File: src/rtl/branch_target_buffer.sv
// Direct-mapped branch target buffer for the fetch stage.
// Gives fetch a zero-latency hit/target/direction hint and learns from
// EX-stage branch results. The array is cleared by an internal sweep
// after reset and after a flush. Entries themselves are never reset.
// Optional build macro: BTB_STATS_EN adds saturating lookup, hit and
// mispredict counters on extra output ports.

`ifndef ADDR_WIDTH
`define ADDR_WIDTH 32
`endif

package branch_pkg;
    typedef enum logic {
        NOT_TAKEN = 1'b0,
        TAKEN     = 1'b1
    } BranchOutcome;
endpackage

module branch_target_buffer
    import branch_pkg::*;
#(
    parameter int unsigned INDEX_BITS    = 6,
    parameter int unsigned TAG_BITS      = 16,
    parameter logic [1:0]  JUMP_INIT_CTR = 2'b11
) (
    input  logic                   clk,
    input  logic                   rst_n,
    input  logic                   i_flush,
    output logic                   o_ready,
    input  logic                   i_lookup_valid,
    input  logic [`ADDR_WIDTH-1:0] i_lookup_pc,
    output logic                   o_lookup_hit,
    output logic [`ADDR_WIDTH-1:0] o_lookup_target,
    output BranchOutcome           o_lookup_prediction,
    input  logic                   i_upd_valid,
    input  logic [`ADDR_WIDTH-1:0] i_upd_pc,
    input  logic [`ADDR_WIDTH-1:0] i_upd_target,
    input  BranchOutcome           i_upd_outcome,
    input  logic                   i_upd_is_jump
`ifdef BTB_STATS_EN
    ,
    output logic [31:0]            o_stat_lookups,
    output logic [31:0]            o_stat_hits,
    output logic [31:0]            o_stat_mispredicts
`endif
);

    localparam int unsigned ENTRIES = 1 << INDEX_BITS;
    localparam int unsigned AW      = `ADDR_WIDTH;
    localparam int unsigned TAG_LO  = INDEX_BITS + 2;
    localparam int unsigned TAG_HI  = INDEX_BITS + TAG_BITS + 1;

    typedef enum logic {
        INIT  = 1'b0,
        READY = 1'b1
    } BtbState;

    BtbState               state_q, state_d;
    logic [INDEX_BITS-1:0] sweepIdx_q, sweepIdx_d;

    logic                  validArr_q  [ENTRIES];
    logic [TAG_BITS-1:0]   tagArr_q    [ENTRIES];
    logic [AW-1:0]         targetArr_q [ENTRIES];
    logic [1:0]            ctrArr_q    [ENTRIES];

    logic [INDEX_BITS-1:0] lookupIdx;
    logic [TAG_BITS-1:0]   lookupTag;
    logic [INDEX_BITS-1:0] updIdx;
    logic [TAG_BITS-1:0]   updTag;
    logic                  lookupRawHit;
    logic                  updHit;
    logic                  updAccept;
    logic                  entWe;
    logic [AW-1:0]         entTarget;
    logic [1:0]            entCtr;
    logic                  unusedPcBits;

    assign lookupIdx = i_lookup_pc[INDEX_BITS+1:2];
    assign lookupTag = i_lookup_pc[TAG_HI:TAG_LO];
    assign updIdx    = i_upd_pc[INDEX_BITS+1:2];
    assign updTag    = i_upd_pc[TAG_HI:TAG_LO];

    // PC bits below the index and above the tag play no part in matching.
    assign unusedPcBits = ^{i_lookup_pc[AW-1:TAG_HI+1], i_lookup_pc[1:0],
                            i_upd_pc[AW-1:TAG_HI+1], i_upd_pc[1:0]};

    assign o_ready   = (state_q == READY);
    assign updHit    = validArr_q[updIdx] && (tagArr_q[updIdx] == updTag);
    assign updAccept = (state_q == READY) && i_upd_valid && !i_flush;

    // State and sweep pointer; reset lands in INIT so the array gets cleared.
    always_ff @(posedge clk or negedge rst_n) begin
        if (!rst_n) begin
            state_q    <= INIT;
            sweepIdx_q <= '0;
        end else begin
            state_q    <= state_d;
            sweepIdx_q <= sweepIdx_d;
        end
    end

    // Sweep one entry per cycle; a flush from either state restarts at entry 0.
    always_comb begin
        state_d    = state_q;
        sweepIdx_d = sweepIdx_q;
        case (state_q)
            INIT: begin
                if (i_flush) begin
                    sweepIdx_d = '0;
                end else if (sweepIdx_q == {INDEX_BITS{1'b1}}) begin
                    state_d    = READY;
                    sweepIdx_d = '0;
                end else begin
                    sweepIdx_d = sweepIdx_q + 1'b1;
                end
            end
            READY: begin
                if (i_flush) begin
                    state_d    = INIT;
                    sweepIdx_d = '0;
                end
            end
            default: begin
                state_d    = INIT;
                sweepIdx_d = '0;
            end
        endcase
    end

    // Zero-latency lookup from the registered array, forced to a miss when idle or sweeping.
    always_comb begin
        lookupRawHit        = validArr_q[lookupIdx] && (tagArr_q[lookupIdx] == lookupTag);
        o_lookup_hit        = 1'b0;
        o_lookup_target     = '0;
        o_lookup_prediction = NOT_TAKEN;
        if ((state_q == READY) && i_lookup_valid && lookupRawHit) begin
            o_lookup_hit        = 1'b1;
            o_lookup_target     = targetArr_q[lookupIdx];
            o_lookup_prediction = ctrArr_q[lookupIdx][1] ? TAKEN : NOT_TAKEN;
        end
    end

    // Work out what the resolved branch does to its entry: train, retarget or allocate.
    always_comb begin
        entWe     = 1'b0;
        entTarget = targetArr_q[updIdx];
        entCtr    = ctrArr_q[updIdx];
        if (updAccept) begin
            if (updHit) begin
                entWe = 1'b1;
                if (i_upd_is_jump) begin
                    entCtr    = JUMP_INIT_CTR;
                    entTarget = i_upd_target;
                end else if (i_upd_outcome == TAKEN) begin
                    entCtr    = (ctrArr_q[updIdx] == 2'b11) ? 2'b11 : ctrArr_q[updIdx] + 2'b01;
                    entTarget = i_upd_target;
                end else begin
                    entCtr    = (ctrArr_q[updIdx] == 2'b00) ? 2'b00 : ctrArr_q[updIdx] - 2'b01;
                end
            end else if (i_upd_is_jump || (i_upd_outcome == TAKEN)) begin
                entWe     = 1'b1;
                entTarget = i_upd_target;
                entCtr    = i_upd_is_jump ? JUMP_INIT_CTR : 2'b10;
            end
        end
    end

    // Array storage: the sweep clears valid bits, otherwise accepted updates write the entry.
    always_ff @(posedge clk) begin
        if (state_q == INIT) begin
            validArr_q[sweepIdx_q] <= 1'b0;
        end else if (entWe) begin
            validArr_q[updIdx]  <= 1'b1;
            tagArr_q[updIdx]    <= updTag;
            targetArr_q[updIdx] <= entTarget;
            ctrArr_q[updIdx]    <= entCtr;
        end
    end

`ifdef BTB_STATS_EN
    logic [31:0]  statLookups_q;
    logic [31:0]  statHits_q;
    logic [31:0]  statMispredicts_q;
    BranchOutcome updPrediction;

    assign updPrediction      = (updHit && ctrArr_q[updIdx][1]) ? TAKEN : NOT_TAKEN;
    assign o_stat_lookups     = statLookups_q;
    assign o_stat_hits        = statHits_q;
    assign o_stat_mispredicts = statMispredicts_q;

    // Saturating event counters, cleared together with the array on a flush.
    always_ff @(posedge clk or negedge rst_n) begin
        if (!rst_n) begin
            statLookups_q     <= '0;
            statHits_q        <= '0;
            statMispredicts_q <= '0;
        end else if (i_flush) begin
            statLookups_q     <= '0;
            statHits_q        <= '0;
            statMispredicts_q <= '0;
        end else begin
            if ((state_q == READY) && i_lookup_valid && (statLookups_q != '1)) begin
                statLookups_q <= statLookups_q + 32'd1;
            end
            if (o_lookup_hit && (statHits_q != '1)) begin
                statHits_q <= statHits_q + 32'd1;
            end
            if (updAccept && (updPrediction != i_upd_outcome) && (statMispredicts_q != '1)) begin
                statMispredicts_q <= statMispredicts_q + 32'd1;
            end
        end
    end
`endif

endmodule

File: config.mk
export PLATFORM = sky130hd
export DESIGN_NAME = branch_target_buffer
export DESIGN_NICKNAME = d
export VERILOG_FILES = /design/src/rtl/branch_target_buffer.sv
export SDC_FILE = /design/constraint.sdc
export NUM_CORES = 2
export LEC_CHECK = 0
export ABC_AREA = 1
export CELL_PAD_IN_SITES_DETAIL_PLACEMENT = 0
export CELL_PAD_IN_SITES_GLOBAL_PLACEMENT = 1
export CORE_MARGIN = 2
export CORE_UTILIZATION = 25
export CTS_CLUSTER_SIZE = 28
export DETAILED_ROUTE_END_ITERATION = 12
export PLACE_DENSITY_LB_ADDON = 0.1
export SKIP_CTS_REPAIR_TIMING = 1
export SYNTH_ARGS = -nofsm -noshare
export SYNTH_HDL_FRONTEND = slang
export SYNTH_SLANG_ARGS = --single-unit
File: constraint.sdc
create_clock -name clk -period 13.1 [get_ports clk]
set_input_delay 2.62 -clock clk [delete_from_list [all_inputs] [get_ports clk]]
set_output_delay 2.62 -clock clk [all_outputs]
set_load 0.02 [all_outputs]
==> out/qor.txt <==
POWER AND IR DROP
------------------------------------------------------------------------------------------
Static leakage power ........................................................     56.38 nW
Power density relative to cell area ......................................... 144.3 mW/mm^2
VDD IR max ..................................................................  0.0001101 V

SYNTH
------------------------------------------------------------------------------------------
Synth top area share ........................................................       68.93%
Most used flip-flop cell after synthesis .................................... sky130_fd_sc_hd__edfxtp_1
Area of the mapped netlist ..................................................  0.1422 mm^2
Fraction of synthesized area in multiplexers ................................           0%
Count of unique library cells instantiated by Yosys .........................           46
Simple-gate share of the synthesized area ...................................       12.88%
Async set or reset register ratio after synthesis ...........................      0.2140%
XOR/XNOR share of the synthesized area ......................................     0.05544%
Combinational family with the most area after synthesis ..................... compound AO/OA/AOI/OAI gates
Yosys Warn Count ............................................................            0
Gate Count Post-Synth .......................................................        12620
Top post-synthesis cells by area ............................................ sky130_fd_sc_hd__edfxtp_1 (69%), sky130_fd_sc_hd__nand2_1 (6.6%), sky130_fd_sc_hd__o21ai_0 (5.0%)
Number of enable-type register cells in the synthesized netlist .............         3264
Mean instance size in the synthesized netlist ...............................   11.27 um^2
Top cell type by total area after synthesis ................................. sky130_fd_sc_hd__edfxtp_1
Most frequently used cell type in the post-synthesis netlist ................ sky130_fd_sc_hd__edfxtp_1
Number of synthesized register bits .........................................         3271
Post-Syn Nets ...............................................................        12720
Seq/Total Area, Yosys .......................................................       69.06%
Ranking of synthesized cells by instance count .............................. sky130_fd_sc_hd__edfxtp_1 (3264), sky130_fd_sc_hd__nand2_1 (2512), sky130_fd_sc_hd__o21ai_0 (1416)
Compound-gate portion of the synthesized area ...............................       13.41%
Share of synthesized cell area in full adder, half adder and majority cells .    0.008800%

STA
------------------------------------------------------------------------------------------
Fmax ........................................................................    89.62 MHz
Final hold violation count ..................................................            0
Final setup vio count .......................................................            0
Smallest setup slack after layout ...........................................     1.942 ns
Clock skew ..................................................................   0.07222 ns
Tightest slew margin relative to the limit ..................................       18.57%
Period utilization ..........................................................       85.18%
Worst Tran Pin Value ........................................................     1.220 ns
Final min period ............................................................     11.16 ns
Number of pins with negative max-slew slack in the final report .............            0
RSZ-0062 raised after global routing ........................................        false
Final setup TNS .............................................................         0 ns

CLOCKING
------------------------------------------------------------------------------------------
Clock-pin slew on the worst setup and hold paths ............................      0.06 ns
Inserted Clock Buffers ......................................................          398
CTS tree ....................................................................         done
Deepest level of the CTS H-tree .............................................            5
Worst-case clock buffer depth ...............................................            4
Root cell of the clock tree ................................................. sky130_fd_sc_hd__clkbuf_16
Clk sink count ..............................................................         3271
Insertion delay to the later sink of the worst-skew pair ....................      1.01 ns

CRITICAL PATH
------------------------------------------------------------------------------------------
Critical R2R Launch ......................................................... tagArr_q[56][10]
Critical path startpoint .................................................... i_lookup_pc[2]
WS Path Type ................................................................    in -> out
Arrival time of data at the critical path endpoint ..........................      8.54 ns
Critical Path Start Type ....................................................    input pin
Crit Path Max Fanout ........................................................          109
Required time of the critical path ..........................................     10.48 ns
Element type at the critical path end .......................................   output pin

FLOORPLANNING
------------------------------------------------------------------------------------------
Number of top-level pins ....................................................          138
Area of the core ............................................................  0.5657 mm^2
Number of placement rows ....................................................          276
Die span in y ...............................................................     758.2 um
Die width ...................................................................     758.2 um
DIE AREA ....................................................................  0.5748 mm^2
Effective utilization at floorplan ..........................................       25.14%

MIN PATH
------------------------------------------------------------------------------------------
Hold Crit Class .............................................................   reg -> reg
Startpoint of the worst hold path ........................................... sweepIdx_q[3]

DRT
------------------------------------------------------------------------------------------
ANT nets after route ........................................................            0
Total vias in the final route ...............................................       101500
Aggregate routed wire length ................................................    592600 um
Average via count per standard cell .........................................        4.972
Iteration-0 DRC Markers .....................................................         8451
Post-route DRC violation count ..............................................            0
Drt first pass iters ........................................................            6
Average wire per standard cell ..............................................     29.02 um

PLACE
------------------------------------------------------------------------------------------
Number of placed instances with taps included ...............................        19690
Estimated wirelength of the detail-placed design ............................    324400 um
Routability-driven placement congestion ratio ...............................       0.7771
# port buffers ..............................................................          117
Post-Place Setup Slack ......................................................     1.939 ns

GLOBAL ROUTE
------------------------------------------------------------------------------------------
Global-route wire length before repair ......................................    814500 um
GRT Overall Usage ...........................................................       19.99%
Maximum number of pins on one net before global-route repair ................          189
Number of antenna violations at the first check in global routing ...........           16
Number of global-route vias before repair ...................................       100200
Remaining global-route overflow .............................................            0

LAYOUT
------------------------------------------------------------------------------------------
Share of post-route cells with drive strength above 1 .......................       9.381%
Final cell utilization of the core ..........................................       29.24%
Synthesis-to-finish area growth .............................................       16.33%
Total Nets Final ............................................................        12690
Final Instance Count excl. Fillers ..........................................        20420

RUN STATUS
------------------------------------------------------------------------------------------
Run status ..................................................................    completed

JOB
------------------------------------------------------------------------------------------
Total of max-cap violations .................................................            0

## power breakdown
group	internal, W	switching, W
Clock	0.00612	0.00449
Combinational	0.000389	0.00134
Sequential	0.0115	0.00000143
## cell type report
type,count,area (um^2)
Antenna cell,5,12.51
Timing Repair Buffer,522,4478
Clock buffer,508,10500
Clock inverter,215,1780
Fill cell,57620,400200
Sequential cell,3271,98190
Multi-Input combinational cell,7708,38430
Inverter,685,2625
Tap cell,7506,9392
## routing by layer
layer  track usage [%]  routed length (um)  vias up
met2             35.15              293100     2710
li1                  -                   -    45720
met5                 0                   0        -
met3             1.845               23180      745
met4             5.967               19180        0
met1             26.07              257100    52360
## registers in the layout, indices dropped and copies added, names as in the netlist
signal	count
ctrArr_q	128
o_ready	1
sweepIdx_q	6
tagArr_q	1024
targetArr_q	2048
validArr_q	64
## worst max-delay path, stage by stage
cell and delay, ns:
sky130_fd_sc_hd__buf_16 0.20, sky130_fd_sc_hd__inv_8 0.72, sky130_fd_sc_hd__buf_4 0.47, sky130_fd_sc_hd__nand2_1 0.09, sky130_fd_sc_hd__o211ai_1 0.09, sky130_fd_sc_hd__nand3_1 0.09, sky130_fd_sc_hd__nand3_1 0.17, sky130_fd_sc_hd__nand3_1 0.26
sky130_fd_sc_hd__nand3_1 0.33, sky130_fd_sc_hd__nand2_1 0.31, sky130_fd_sc_hd__a22o_1 0.28, sky130_fd_sc_hd__nor2_1 0.11, sky130_fd_sc_hd__nand2_1 0.08, sky130_fd_sc_hd__nor2_1 0.50, sky130_fd_sc_hd__nand3_4 0.59, sky130_fd_sc_hd__buf_4 0.40
sky130_fd_sc_hd__nor2_1 0.25, sky130_fd_sc_hd__clkdlybuf4s50_1 0.67
## stage by stage
step                      hold slack (ns)  instance area [um^2]  power (W)
after detailed placement           0.6311                153100    0.01352
final                              0.6335                165400    0.02387
after floorplan                    0.5543                142200    0.01259
after global placement             0.6021                153100    0.01351
after CTS                          0.6385                165400    0.02423
after global routing               0.6694                165400    0.02469
## layout by cell type, fill, tap and decap left out, types with 108 or more instances in the layout
cell,Yosys,final
sky130_fd_sc_hd__o21ai_0,1416,1416
sky130_fd_sc_hd__nand2_1,2512,2509
sky130_fd_sc_hd__nand3_1,672,671
sky130_fd_sc_hd__a221oi_1,217,217
sky130_fd_sc_hd__nor2_1,991,987
sky130_fd_sc_hd__buf_4,9,370
sky130_fd_sc_hd__edfxtp_1,3264,3264
sky130_fd_sc_hd__clkbuf_16,0,404
sky130_fd_sc_hd__nor3_2,26,108
sky130_fd_sc_hd__inv_1,674,671
sky130_fd_sc_hd__a21oi_1,912,912
sky130_fd_sc_hd__o221ai_1,312,312
## worst paths after layout
check / end / slack (ns) / cells after the start
setup / recovery: o_lookup_target[0] / 1.94 / 18
hold / removal: sweepIdx_q[4] / 0.63 / 2
setup reg to reg: ctrArr_q[62][0] / 7.08 / 17
hold reg to reg: sweepIdx_q[4] / 0.63 / 2
max in group asynchronous: sweepIdx_q[5] / 10.89 / 1
min in group asynchronous: o_ready / 1.94 / 1
## cell families (layout without fill, tap and decap cells)
logic type	after synthesis	in the layout
and+or+nand+nor	4466	4466
other	0	5
xor gates and xnor gates	9	9
AOI/OAI and AO/OA	3232	3232
buffers and inverters	1638	1930
DFF	3271	3271
adders and majority gates	1	1
Note: power is estimated with default switching activity, not from simulation.
